[src/rtl/fifo_to_sram_pkg.sv]
// Shared types for the FIFO-to-SRAM transfer controller.
// Holds the controller state encoding and the data path width.
package fifo_to_sram_pkg;

  localparam int DATA_WIDTH = 32;

  typedef enum logic [2:0] {
    IDLE,
    POP,
    LATCH,
    START,
    WAIT_DONE
  } state_t;

endpackage

[src/rtl/fifo_to_sram_ctrl.sv]
// Drains the sample FIFO into the SRAM write engine one word at a time,
// starting a burst once the fill level reaches a programmable threshold.
module fifo_to_sram_ctrl
  import fifo_to_sram_pkg::*;
#(
  parameter int CNT_WIDTH = 5
) (
  input  logic                  wb_clk,
  input  logic                  wb_rst,
  input  logic                  empty,
  input  logic [CNT_WIDTH-1:0]  fifo_number_samples,
  input  logic [CNT_WIDTH-1:0]  fifo_number_samples_terminal,
  input  logic                  data_done,
  input  logic [DATA_WIDTH-1:0] fifo_data_in,
  output logic                  pop,
  output logic [DATA_WIDTH-1:0] sram_data_out,
  output logic                  sram_start
);

  state_t state;
  logic   trigger;

  // Threshold of zero degenerates to "any data" via the unsigned compare.
  assign trigger = !empty &&
    (fifo_number_samples >= fifo_number_samples_terminal);

  always_ff @(posedge wb_clk or negedge wb_rst) begin
    if (!wb_rst) begin
      state         <= IDLE;
      pop           <= 1'b0;
      sram_start    <= 1'b0;
      sram_data_out <= '0;
    end else begin
      pop        <= 1'b0;
      sram_start <= 1'b0;
      unique case (state)
        IDLE: begin
          if (trigger) begin
            state <= POP;
            pop   <= 1'b1;
          end
        end
        POP: begin
          state <= LATCH;
        end
        LATCH: begin
          sram_data_out <= fifo_data_in;
          sram_start    <= 1'b1;
          state         <= START;
        end
        START: begin
          state <= WAIT_DONE;
        end
        WAIT_DONE: begin
          // Burst runs until empty; threshold is not re-checked here.
          if (data_done) begin
            if (!empty) begin
              state <= POP;
              pop   <= 1'b1;
            end else begin
              state <= IDLE;
            end
          end
        end
        default: begin
          state <= IDLE;
        end
      endcase
    end
  end

endmodule

[config.mk]
export PLATFORM = sky130hd
export DESIGN_NAME = fifo_to_sram_ctrl
export DESIGN_NICKNAME = d
export VERILOG_FILES = /design/src/rtl/fifo_to_sram_pkg.sv /design/src/rtl/fifo_to_sram_ctrl.sv
export SDC_FILE = /design/constraint.sdc
export NUM_CORES = 1
export LEC_CHECK = 0
export CAP_MARGIN = 0
export CORE_MARGIN = 5
export CORE_UTILIZATION = 44
export CTS_BUF_LIST = sky130_fd_sc_hd__clkbuf_16
export CTS_CLUSTER_DIAMETER = 150
export DETAILED_ROUTE_END_ITERATION = 7
export PLACE_DENSITY_LB_ADDON = 0.3
export SLEW_MARGIN = 10
export SYNTH_ARGS = -nofsm -noshare
export SYNTH_HDL_FRONTEND = slang
export SYNTH_SLANG_ARGS = --single-unit
[constraint.sdc]
create_clock -name wb_clk -period 4.4 [get_ports wb_clk]
set_input_delay 0.88 -clock wb_clk [delete_from_list [all_inputs] [get_ports wb_clk]]
set_output_delay 0.88 -clock wb_clk [all_outputs]
set_load 0.1 [all_outputs]
# --- Word-level counts from Yosys, hierarchy flattened ---
# Cells that the tools add are included.
totals:
  input_bits: 46
  word_cells: 24
  register_bits: 37
op_classes:
  n_reduce_logical: 4
  magnitude_cmp: 1
  n_eq_ne: 6
  muxes: 9
ops:
  columns: ["operator", "count"]
  rows:
  - ["3-bit one-hot mux with 5 select lines", 1]
  - ["3-bit by 2-bit == test with 1-bit output, second input constant", 2]
  - ["3-bit two-way mux", 2]
  - ["5-bit greater-or-equal comparator", 1]
  - ["1-bit two-way mux", 5]
  - ["2-bit != test, second input constant", 2]
  - ["3-bit by 1-bit == test with 1-bit output, second input constant", 1]
  - ["3-bit == test, second input constant", 1]
  - ["3-bit zero test", 1]
  - ["1-bit one-hot mux with 2 select lines", 1]
  - ["2-bit AND reduction", 1]
  - ["1-bit logical AND", 1]
  - ["1-bit zero test", 1]

# --- Logic depth before layout (Yosys ltp) ---
# Gate-level depths: netlist of the first run.
logic_depth:
  depth_word: 4
  depth_mapped: 6

# --- Worst setup path before layout of the first run ---
# No wires, ideal clock.
synth_path:
  path_kind: "input to register"
  startpoint: "input fifo_number_samples_terminal[2]"
  endpoint: "register state[0]"
  path_buffers: 0
  arrival_time_ns: 1.750
  slack_ns: 2.546
  cell_stages: 6
  setup_ns: 0.104
  path_cell_list: "inv_1 ha_1 nand2_1 o21ai_0 nand4b_1 a221oi_1"
synth_between:
  elab_chain_len: 4
synth_rtl:
  columns: ["item", "line", "rtl"]
  rows:
  - ["from (decl)", "fifo_to_sram_ctrl.sv:12", "input logic [CNT_WIDTH-1:0] fifo_number_samples_terminal,"]
  - ["5-bit greater-or-equal comparator", "fifo_to_sram_ctrl.sv:25", "(fifo_number_samples >= fifo_number_samples_terminal);"]
  - ["1-bit logical AND", "fifo_to_sram_ctrl.sv:24", "assign trigger = !empty &&"]
  - ["2-bit != test (no line)", null, null]
  - ["2-bit AND reduction (no line)", null, null]
  - ["to (signal assigned)", "fifo_to_sram_ctrl.sv:29", "state <= IDLE;"]
  - ["to (signal assigned)", "fifo_to_sram_ctrl.sv:39", "state <= POP;"]
  - ["to (signal assigned)", "fifo_to_sram_ctrl.sv:44", "state <= LATCH;"]
  - ["to (decl)", "fifo_to_sram_ctrl.sv:20", "state_t state;"]
# Every way passes these cells.
# A chain may end at the register's enable or synchronous reset.

# --- Worst setup path in the final report of the first run ---
layout_path:
  startpoint: "register sram_data_out[22]"
  endpoint: "output sram_data_out[22]"
layout_rtl:
  columns: ["item", "line", "rtl"]
  rows:
  - ["from (decl)", "fifo_to_sram_ctrl.sv:16", "output logic [DATA_WIDTH-1:0] sram_data_out,"]
  - ["from (signal assigned)", "fifo_to_sram_ctrl.sv:47", "sram_data_out <= fifo_data_in;"]
# No word-level cell between the ends.

==> results.cfg, run 1 <==
[layout]
num-nets-final = 238
area_growth_pct = 54.01
drive_gt1_share_pct = 21.81
fillers = 258
n_antenna_cell = 0
multi_input_area_um2 = 666.9
regArea_um2 = 925.9

[global_route]
met3_usage_pct = 4.432
grt.busiest_layer = met2
grt_pass1_vias = 1232
antenna_found_initial = 0
grtUsageMet1_pct = 16.25
grt_usage_pct = 14.56
grt_use_met2_pct = 24.69
grt_max_degree = 38
grt_pass1_wl_mm = 5.851
grt_overflow = 0

[route]
drt_pass1_iterations = 4
vias = 1121
finalWirelength_mm = 3.559
drcViolationCount = 0
wire_per_inst_um = 15.08
ant_nets = 0
drtIter0Drc = 35
vias_per_cell = 4.750

[yosys]
synth_top_flop_cell = dfrtp_1
ys_seq_area_share_pct = 54.90
synth-edff-count = 0
synth_cell_type_count = 21
synth_area_um2 = 1687
synth_fp_nets = 156
synth_seq_cells = 37
synthCells = 105
synth-async-reset-ratio_pct = 100.0
synth_area_per_cell_um2 = 16.06
ys_warn_count = 0

[run]
maxCapViolations = 0

[placed_design]
hpwl_mm = 2.687
gp_congestion = 0.7848
port_buffers = 79

[floorplanning]
placementRows = 22
fp.dieW_um = 71.92
start_util_pct = 45.73
dieArea_um2 = 5172
die_h_um = 71.92
ioPinCount = 80
core_um2 = 3689

[clocking]
htree_num_levels = 2
hold_buffers = 0
cts_buffer_depth = 2
cts_tree = yes
clkTransAtPathRegs_ns = 0.05
clock_latency_ns = 0.27
post_cts_buffers = 0
cts.sinks = 37
cts_made_buffers = 5
root_buffer = clkbuf_16
ctsResizeCount = 0

[setup_path]
startpoint_type = register
arrival_ns = 1.78
r2r_cells = 3
critPathSlowestCell = clkdlybuf4s50_1
crit_buf_inv = 1
cp-end-kind = primary output
cpLargestDelayFamily = buffers and inverters
crit_required_ns = 3.52
worstPathMaxFanout = 2
r2r_slack_ns = 2.25
path_depth = 1
cp_cell_sequence = clkdlybuf4s50_1
slowest_delay_ns = 1.15
criticalPathCategory = reg2out

[run_status]
status = complete, no violations

[sta]
hold_viol = 0
fin_crit_sh_pct = 60.48
finalClockSkew_ns = 0.004992
timing.fmax_ghz = 0.3758
setup_tns_ns = 0
slew_headroom_pct = 17.06
rsz0062_at_grt = no
post-route-min-period_ns = 2.661
maxSlewViolCount = 0
tightest_slew_ns = 1.241
setup_viol = 0

[min_path]
hold_depth = 1
hold_class = reg2reg
## synthesized netlist by cell type, drive strengths merged, types with 2 or more instances
cell type / number / area, µm²
a21oi: 2 / 10.01
buf: 4 / 71.32
dfrtp: 37 / 925.9
ha: 5 / 62.56
inv: 6 / 22.52
mux2: 32 / 469.2
nand2: 2 / 7.510
nor2: 5 / 18.77
nor2b: 3 / 33.79
## path summary, 6_finish.rpt
| check | endpoint | startpoint |
|---|---|---|
| worst min register to register | sram_data_out[18] | sram_data_out[18] |
| worst max-delay path | sram_data_out[22] | sram_data_out[22] |
| min in group asynchronous | sram_data_out[13] | wb_rst |
| max in group asynchronous | sram_data_out[7] | wb_rst |
| worst max register to register | sram_data_out[0] | state[1] |
| worst min-delay path | sram_data_out[18] | sram_data_out[18] |
## sequential cells by signal, indices dropped and copies added, names as in the netlist
| register | count |
|---|---|
| pop | 1 |
| state | 3 |
| sram_data_out | 32 |
| sram_start | 1 |
## per-stage QoR
stage	setup slack, ns	instances	utilization, %	hold WS, ns	area (µm²)
global route	1.704	236	70.42	0.5171	2597
CTS	1.722	236	70.42	0.5063	2597
global placement	2.024	228	66.72	0.4916	2461
detailed placement	1.897	228	66.72	0.4924	2461
floorplan	2.546	105	-	0.5108	1687
finish	1.739	236	70.42	0.5023	2597
## cells in the final DEF (no fill, tap or decap), types with 2 or more instances in the layout
| master | count |
|---|---|
| clkdlybuf4s50_1 | 78 |
| dfrtp_1 | 37 |
| mux2_4 | 29 |
| inv_1 | 9 |
| nor2_1 | 5 |
| ha_1 | 5 |
| clkbuf_16 | 5 |
| mux2_2 | 3 |
| nor2b_4 | 2 |
| nand2_1 | 2 |
| a21oi_1 | 2 |
## final cells by class
cell class,count,share of cell area (%)
Clock buffer,5,4.817
Inverter,6,0.8671
Tap cell,48,2.312
Sequential cell,37,35.65
Clock inverter,3,0.4335
Timing Repair Buffer,79,30.25
Multi-Input combinational cell,58,25.67
## routing by layer
metal  vias up  wire (µm)
met3         7        322
met5         -          0
met4         0         87
li1        525          -
met1       533       1462
met2        56       1688
## kinds of logic (layout without fill, tap and decap cells)
kind of cell / count (synthesis) / in the layout / synth area share, %
adders and majority gates: 5 / 5 / 3.709
AOI/OAI and AO/OA: 6 / 6 / 2.374
xor gates and xnor gates: 1 / 1 / 0.5194
buffers and inverters: 10 / 93 / 5.564
and+or+nand+nor: 14 / 14 / 5.119
muxes: 32 / 32 / 27.82
DFF: 37 / 37 / 54.90
Power of run 1 is left out: the tool's default activity adds up to more than one toggle a clock period on the data nets, which glitch-free logic cannot reach.
==> run 2, diff against run 1 <==
Settings changed: CORE_UTILIZATION 44 to 40.
Clock period 4.4 ns to 2.5 ns, I/O delays scaled along.
==> results.cfg, run 2 (synthesized netlist as in run 1, its figures left out) <==
[run_status]
status = complete, no violations

[layout]
largest_reg_flops = 32
final_cell_mix = clkdlybuf4s50_1, dfrtp_1, buf_4
num-nets-final = 240
layout_commonest_cell = clkdlybuf4s50_1
drive_gt1_share_pct = 41.05
area_growth_pct = 51.56
regMostFlops = sram_data_out
n_antenna_cell = 0
reg_top3 = sram_data_out x32, state x3

[sta]
timing.fmax_ghz = 0.5573
tightest_slew_ns = 0.7995
setup_viol = 0
fin_crit_sh_pct = 71.78
finalClockSkew_ns = 0.002018
hold_viol = 0
setup_tns_ns = 0
maxSlewViolCount = 0
slew_headroom_pct = 46.70
rsz0062_at_grt = no
post-route-min-period_ns = 1.794

[route]
wire_per_inst_um = 15.13
vias = 1151
drt_pass1_iterations = 4
ant_nets = 0
finalWirelength_mm = 3.630
drtIter0Drc = 34
drcViolationCount = 0
vias_per_cell = 4.796

[clocking]
cts_tree = yes
cts.sinks = 37
ctsResizeCount = 0
htree_num_levels = 2
cts_buffer_depth = 2
post_cts_buffers = 0
root_buffer = clkbuf_16
hold_buffers = 0
clkTransAtPathRegs_ns = 0.05
clock_latency_ns = 0.27
cts_made_buffers = 5

[placed_design]
port_buffers = 79
gp_congestion = 0.6692
hpwl_mm = 2.780

[floorplanning]
ioPinCount = 80
placementRows = 23
fp.dieW_um = 74.94
dieArea_um2 = 5615
core_um2 = 4058
start_util_pct = 41.57
die_h_um = 74.94

[setup_path]
crit_buf_inv = 2
cp-end-kind = register
reg2reg_from = state[1]
worstPathMaxFanout = 2
cp_cell_sequence = clkdlybuf4s50_1 > inv_1 > ha_1 > nand2_1 > o21ai_0 > nand4b_1 > a221oi_1
critPathSlowestCell = clkdlybuf4s50_1
cpLargestDelayFamily = buffers and inverters
criticalPathCategory = in2reg
r2r_end = sram_data_out[5]
crit_required_ns = 2.66
slowest_delay_ns = 0.46
r2r_cells = 4
arrival_ns = 1.96
r2r_slack_ns = 0.96
startpoint_type = input port

[global_route]
grt_max_degree = 38
antenna_found_initial = 0
grt_usage_pct = 13.26
grt_pass1_wl_mm = 5.616
grt_overflow = 0
grt_pass1_vias = 1283

[run]
maxCapViolations = 0

[min_path]
hold_class = in2async
## run 2: worst max path at each step
stage	startpoint	endpoint	cells past startpoint
floorplan	fifo_number_samples_terminal[2]	state[0]	6
global placement	fifo_number_samples_terminal[2]	state[0]	7
detailed placement	fifo_number_samples_terminal[2]	state[0]	7
CTS	fifo_number_samples_terminal[2]	state[0]	7
global route	fifo_number_samples_terminal[2]	state[0]	7
finish	fifo_number_samples_terminal[2]	state[0]	7
## run 2: layout make-up
class / instances / area (µm²)
clock buffer: 5 / 125.1
clock inverter: 3 / 37.54
fill: 317 / 1501
inverter: 6 / 22.52
multi-input combinational: 58 / 666.9
sequential: 37 / 925.9
tap: 50 / 62.56
timing repair buffer: 81 / 715.7
## run 2: routing by layer
metal	global-route usage, %	vias to the layer above	wire, µm
li1	-	527	-
met2	22.53	52	1773
met3	4.406	4	399
met5	0	-	0
met4	6.126	0	34
met1	15.03	568	1423
## run 2: stage by stage
step	utilization (%)	area [µm²]	hold slack (ns)	setup WS (ns)	std cells
after floorplan	-	1687	0.2044	1.026	105
after global placement	58.99	2394	0.4945	0.5091	232
after detailed placement	58.99	2394	0.4930	0.4307	232
after CTS	63.00	2556	0.3520	0.7091	240
after global routing	63.00	2556	0.4026	0.5612	240
final	63.00	2556	0.3203	0.7056	240
Power of run 2 is left out for the same reason.
==> run 3, diff against run 2 <==
Clock period 2.5 ns to 1.7 ns, I/O delays scaled along.
==> results.cfg, run 3 (synthesized netlist as in run 1, its figures left out) <==
[run_status]
status = complete, no violations

[layout]
multi_input_area_um2 = 666.9
regMostFlops = sram_data_out
final_cell_mix = clkdlybuf4s50_1, dfrtp_1, buf_12
regArea_um2 = 925.9
instances_no_fill = 241
fillers = 253
n_antenna_cell = 0
layout_commonest_cell = clkdlybuf4s50_1
reg_top3 = sram_data_out x32, state x3
area_growth_pct = 77.23
largest_reg_flops = 32
num-nets-final = 241
postLayoutCellArea_um2 = 2989
drive_gt1_share_pct = 41.36

[global_route]
grt_max_degree = 38
grt_overflow = 0
antenna_found_initial = 0
grt_usage_pct = 13.74
grt_pass1_vias = 1275
grt_pass1_wl_mm = 5.754

[clocking]
cts_made_buffers = 5
post_cts_buffers = 0
clock_latency_ns = 0.27
htree_num_levels = 2
root_buffer = clkbuf_16
cts_tree = yes
cts_buffer_depth = 2
cts.sinks = 37
hold_buffers = 0
clkTransAtPathRegs_ns = 0.06
ctsResizeCount = 0

[sta]
tightest_slew_ns = 0.8171
setup_ws_ns = 0.1137
fin_hold_ws_ns = 0.1697
post-route-min-period_ns = 1.586
slew_headroom_pct = 45.53
hold_viol = 0
maxSlewViolCount = 0
finalClockSkew_ns = 0.004297
setup_viol = 0
timing.fmax_ghz = 0.6304
rsz0062_at_grt = no
fin_crit_sh_pct = 93.31

[route]
finalWirelength_mm = 3.733
drcViolationCount = 0
drt_pass1_iterations = 3
ant_nets = 0
wire_per_inst_um = 15.49
vias = 1155
drtIter0Drc = 25
vias_per_cell = 4.793

[floorplanning]
fp.dieW_um = 74.94
start_util_pct = 41.57
die_h_um = 74.94
placementRows = 23
dieArea_um2 = 5615
core_um2 = 4058
ioPinCount = 80

[placed_design]
placed_area_um2 = 2851
hpwl_mm = 2.927
port_buffers = 79
dp_worst_setup_slack_ns = -0.1841
placedCellCount = 233
gp_congestion = 0.7255

[setup_path]
criticalPathCategory = in2reg
worstPathMaxFanout = 2
cp-end-kind = register
crit_required_ns = 1.87
r2r_slack_ns = 0.23
startpoint_type = input port
arrival_ns = 1.75

[run]
maxCapViolations = 0

[min_path]
hold_class = in2async
run 3: cell types whose count changed in the layout (fill, tap and decap cells not counted):
cell | before | now
inv_1 | 7 | 6
buf_4 | 36 | 1
bufinv_16 | 1 | 0
buf_12 | 0 | 36
clkinv_1 | 1 | 2
clkinv_2 | 0 | 1
run 3: cell type report:
| type | instances | area share (%) |
|---|---|---|
| Inverter | 6 | 0.7535 |
| Multi-Input combinational cell | 58 | 22.31 |
| Clock inverter | 3 | 0.4186 |
| Timing Repair Buffer | 82 | 39.26 |
| Sequential cell | 37 | 30.98 |
| Clock buffer | 5 | 4.186 |
| Tap cell | 50 | 2.093 |
run 3: stage by stage:
| step | utilization, % | setup TNS (ns) |
|---|---|---|
| after floorplan | - | 0 |
| after global placement | 70.27 | -0.1303 |
| after detailed placement | 70.27 | -0.2452 |
| after CTS | 73.67 | 0 |
| after global routing | 73.67 | 0 |
| final | 73.67 | 0 |
run 3: worst paths after layout:
kind,from,end,depth (start not counted)
min in group wb_clk,state[2],state[1],1
max reg2reg,state[1],sram_data_out[1],4
min,wb_rst,sram_data_out[21],1
max in group asynchronous,wb_rst,sram_data_out[1],1
max,fifo_number_samples_terminal[2],state[0],7
min reg2reg,state[2],state[1],1
run 3: worst max-delay path, cell delays in order:
cell and delay [ns]:
clkdlybuf4s50_1 0.45, inv_1 0.04, ha_1 0.28, nand2_1 0.05, o21ai_0 0.21, nand4b_1 0.12, a221oi_1 0.27
run 3: routing by layer:
metal / part of all wire, % / GRT usage, %
met2: 51 / 24.37
met5: 0 / 0
met4: 0.88 / 4.743
met3: 9.5 / 4.139
met1: 38 / 15.63
Power of run 3 is left out for the same reason.
